**src/rtl/cic_comb_chain.sv**
```systemverilog
// CIC comb section: N_STAGES cascaded y[n] = x[n] - x[n-M] stages with per-channel history,
// one pipeline register and one bit of growth per stage, valid/ready with full backpressure.
module cic_comb_chain #(
  parameter int IN_W       = 16,
  parameter int N_STAGES   = 3,
  parameter int DIFF_DELAY = 1,
  parameter int NUM_CH     = 1,
  parameter int CH_W       = 3,
  localparam int OUT_W     = IN_W + N_STAGES
) (
  input  logic                    clk,
  input  logic                    rst,
  input  logic                    flush,
  input  logic                    in_valid,
  output logic                    in_ready,
  input  logic signed [IN_W-1:0]  in_data,
  input  logic [CH_W-1:0]         in_chan,
  output logic                    out_valid,
  input  logic                    out_ready,
  output logic signed [OUT_W-1:0] out_data,
  output logic [CH_W-1:0]         out_chan
);

  logic advance;
  logic clear;

  // Index 0 is the accepted input; index k is the register of stage k.
  logic [N_STAGES:0]        stg_valid;
  logic signed [OUT_W-1:0]  stg_data [N_STAGES+1];
  logic [CH_W-1:0]          stg_chan [N_STAGES+1];

  assign advance  = !out_valid || out_ready;
  assign in_ready = advance && !flush && !rst;
  assign clear    = rst || flush;

  // Out-of-range tags are accepted but enter the pipeline as a bubble.
  assign stg_valid[0] = in_valid && in_ready && (int'(in_chan) < NUM_CH);
  assign stg_data[0]  = OUT_W'(in_data);
  assign stg_chan[0]  = in_chan;

  generate
    for (genvar gi = 0; gi < N_STAGES; gi++) begin : gen_stage
      localparam int XW = IN_W + gi;
      localparam int YW = XW + 1;

      logic signed [XW-1:0]       x;
      logic [OUT_W-XW-1:0]        unused_hi;
      logic signed [XW-1:0]       hist_q [2**CH_W][DIFF_DELAY];
      logic signed [YW-1:0]       y_d;
      logic signed [YW-1:0]       y_q;
      logic                       v_q;
      logic [CH_W-1:0]            ch_q;

      // The carried value always fits in XW bits; the upper bits are pure sign extension.
      assign x         = stg_data[gi][XW-1:0];
      assign unused_hi = stg_data[gi][OUT_W-1:XW];
      assign y_d       = YW'(x) - YW'(hist_q[stg_chan[gi]][DIFF_DELAY-1]);

      always_ff @(posedge clk) begin
        if (clear) begin
          v_q  <= 1'b0;
          y_q  <= '0;
          ch_q <= '0;
          for (int c = 0; c < 2**CH_W; c++) begin
            for (int j = 0; j < DIFF_DELAY; j++) begin
              hist_q[c][j] <= '0;
            end
          end
        end else if (advance) begin
          v_q <= stg_valid[gi];
          if (stg_valid[gi]) begin
            y_q  <= y_d;
            ch_q <= stg_chan[gi];
            hist_q[stg_chan[gi]][0] <= x;
            for (int j = 1; j < DIFF_DELAY; j++) begin
              hist_q[stg_chan[gi]][j] <= hist_q[stg_chan[gi]][j-1];
            end
          end
        end
      end

      assign stg_valid[gi+1] = v_q;
      assign stg_data[gi+1]  = OUT_W'(y_q);
      assign stg_chan[gi+1]  = ch_q;
    end
  endgenerate

  assign out_valid = stg_valid[N_STAGES];
  assign out_data  = stg_data[N_STAGES];
  assign out_chan  = stg_chan[N_STAGES];

endmodule

```
**config.mk**
```make
export PLATFORM = sky130hd
export DESIGN_NAME = cic_comb_chain
export DESIGN_NICKNAME = d
export VERILOG_FILES = /design/src/rtl/cic_comb_chain.sv
export SDC_FILE = /design/constraint.sdc
export NUM_CORES = 1
export LEC_CHECK = 0
export CORE_MARGIN = 8
export CORE_UTILIZATION = 35
export DETAILED_ROUTE_END_ITERATION = 6
export SETUP_SLACK_MARGIN = 0.1
export SKIP_CTS_REPAIR_TIMING = 1
export SYNTH_ARGS = -nofsm -noshare
export SYNTH_HDL_FRONTEND = slang
export SYNTH_SLANG_ARGS = --single-unit
```
**constraint.sdc**
```tcl
create_clock -name clk -period 11.75 [get_ports clk]
set_input_delay 2.35 -clock clk [delete_from_list [all_inputs] [get_ports clk]]
set_output_delay 2.35 -clock clk [all_outputs]
set_load 0.005 [all_outputs]
```
==> impl_metrics.json <==
{
  "dr_total_vias": 12832,
  "synth-edff-count": 408,
  "port_buffers": 47,
  "cp.required_ns": 9.40,
  "hold_viol_final": 0,
  "synthesis.instances": 1548,
  "area_delta_synth_final_pct": 15.62,
  "wl_per_cell_um": 20.17,
  "place_ws_ns": 4.886,
  "setup_violations": 0,
  "skew_ns": 0.04749,
  "slew_headroom_pct": 19.89,
  "netlist_area_um2": 22230,
  "synth_top_area_share_pct": 55.11,
  "placed_area_um2": 24020,
  "fillCellCount": 5814,
  "fp.dieH_um": 268.0,
  "rr_worst_depth": 11,
  "multi_input_area_um2": 8553,
  "maxCapViolCount": 0,
  "synthArstFlopShare_pct": 0,
  "coreArea_um2": 62970,
  "viasPerCell": 4.956,
  "synth_top_cell_by_area": "edfxtp_1",
  "ff2ff_setup_slack_ns": 7.67,
  "utilization_pct": 40.82,
  "cts_buffer_depth": 3,
  "final_cell_area_um2": 25700,
  "cts.sinks": 480,
  "r2r_end": "out_data[11]",
  "synth_seq_area_share_pct": 61.60,
  "track_usage_pct": 14.53,
  "worstSetupEndpointType": "primary output",
  "ys_ff_latch": 480,
  "chipWidth_um": 268.0,
  "layout_setup_ws_ns": 4.912,
  "hold_path.class": "flip-flop to flip-flop",
  "whs_path_depth": 2,
  "final_nets": 1780,
  "grt_max_degree": 56,
  "cts-root-buf": "clkbuf_16",
  "arrival_ns": 4.49,
  "critPathLaunchType": "input pin",
  "criticalPathCategory": "input pin to primary output",
  "diodes": 0,
  "synth_area_leaders": "edfxtp_1, mux4_2, and2_1",
  "maxSlewViolCount": 0,
  "synth.avg_cell_area_um2": 14.36,
  "p_leak_nw": 9.375,
  "rsz0062_at_grt": "no",
  "row_count": 92,
  "gp_congestion": 0.8101,
  "hold_path_end": "out_data[1]",
  "drive_gt1_share_pct": 13.25,
  "htreeDepth": 2,
  "grt.overflow.total": 0,
  "dpl.hpwl_um": 33650,
  "fin_tns_setup_ns": 0,
  "finalCritPeriodShare_pct": 58.20,
  "ir_worst_vdd_mv": 0.1291,
  "grt_pass1_vias": 12998,
  "ys_warn_count": 0,
  "finalPower_mw": 3.848,
  "antenna_found_initial": 0,
  "tritoncts": "built",
  "hold_start": "out_data[1]",
  "fin_crit_ns": 6.838,
  "drc": 0,
  "ant_nets": 0,
  "firstDrtPassIters": 5,
  "timing.fmax_mhz": 146.2,
  "path_clk_slew_ns": 0.06,
  "drt-initial-drc-count": 1053,
  "critical_path_peak_fanout": 55,
  "drt-total-wl_um": 52220,
  "die_area_um2": 71830,
  "clk_latency_ns": 0.62,
  "start_util_pct": 35.31,
  "ioPinCount": 48,
  "synth_ff_type": "edfxtp_1",
  "pwr_density_cell_nw_per_um2": 149.7,
  "ys_types": 70,
  "numCtsBuffers": 52,
  "tightestPinTransition_ns": 1.197,
  "outcome": "finished clean",
  "grt_pass1_wl_um": 79470,
  "seq_area_um2": 13700
}
-- how the worst max path moves through the flow --
stage	startpoint	to	cells past startpoint
after floorplan	in_chan[0]	gen_stage[0].y_q[12]	13
after global placement	flush	in_ready	6
after detailed placement	flush	in_ready	6
after CTS	flush	in_ready	6
after global routing	flush	in_ready	6
final	flush	in_ready	6
-- cells in the final DEF, fill, tap and decap left out, drive strengths merged, types with 13 or more instances in the layout --
| master | Yosys | final |
|---|---|---|
| a211oi | 13 | 13 |
| a21o | 17 | 17 |
| a21oi | 55 | 55 |
| and2 | 287 | 287 |
| buf | 28 | 21 |
| clkbuf | 50 | 66 |
| clkdlybuf4s50 | 0 | 46 |
| clkinv | 2 | 23 |
| conb | 1 | 112 |
| dfxtp | 72 | 72 |
| edfxtp | 408 | 408 |
| ha | 51 | 51 |
| inv | 23 | 25 |
| mux2i | 53 | 53 |
| mux4 | 102 | 102 |
| nand2 | 72 | 72 |
| nand2b | 18 | 18 |
| nand3 | 30 | 30 |
| nor2 | 50 | 50 |
| nor3 | 22 | 22 |
| o21ai | 57 | 57 |
| xnor2 | 24 | 24 |
-- cell families after synthesis --
group           after synthesis  share of synthesized area [%]
buf+inv                     103                          1.886
xor+xnor                     36                          1.418
other cells                   1                        0.01687
mux                         158                          12.87
flops                       480                          61.60
fa+ha+maj                    54                          3.141
compound gates              181                          5.139
simple gates                535                          13.93
-- routing by layer --
| metal | up-vias | wire length (um) | global-route usage (%) |
|---|---|---|---|
| met5 | - | 0 | 0 |
| met4 | 0 | 1241 | 3.832 |
| met3 | 69 | 2858 | 2.607 |
| met2 | 312 | 24860 | 23.94 |
| met1 | 6431 | 23260 | 19.72 |
| li1 | 6020 | - | - |
-- flip-flops by register name (all words and copies together) (netlist names), named ones only --
| name | flops |
|---|---|
| out_data | 19 |
| gen_stage.hist_q | 408 |
| gen_stage.y_q | 35 |
| gen_stage.ch_q | 6 |
| out_valid | 1 |
| out_chan | 3 |
| gen_stage.v_q | 2 |
-- critical path, cell delays in order --
cell             delay [ns]
clkdlybuf4s50_1        0.45
nor2_4                 0.48
inv_2                  0.04
buf_4                  0.37
nor2_1                 0.23
clkdlybuf4s50_1        0.55
-- cell usage after synthesis (15+ instances only) --
master / instances
mux2i_1: 53
mux4_2: 102
nor3_1: 15
xnor2_1: 24
o21ai_0: 54
nand3_1: 30
a21o_1: 17
inv_1: 23
clkbuf_1: 49
and2_1: 287
buf_2: 19
dfxtp_1: 72
ha_1: 51
edfxtp_1: 408
nor2_1: 47
nand2b_1: 18
a21oi_1: 55
nand2_1: 70
-- power breakdown --
part           switching (mW)  internal [mW]  total (mW)  leakage, nW
Sequential             0.0270           1.94        1.96         4.95
Combinational           0.160          0.115       0.275         3.61
Clock                   0.684          0.926        1.61        0.815
-- final cells by class --
| type | instances | share of cell area, % |
|---|---|---|
| Multi-Input combinational cell | 1076 | 33.28 |
| Inverter | 25 | 0.3651 |
| Clock inverter | 29 | 1.178 |
| Tap cell | 846 | 4.118 |
| Timing Repair Buffer | 67 | 2.395 |
| Clock buffer | 66 | 5.384 |
| Sequential cell | 480 | 53.28 |
-- per-stage QoR --
stage	hold WS (ns)	std cells
floorplan	0.4450	1659
global placement	0.4471	2494
detailed placement	0.4497	2494
CTS	0.4565	2589
global route	0.4846	2589
finish	0.4517	2589
(Power assumes the default switching activity.)
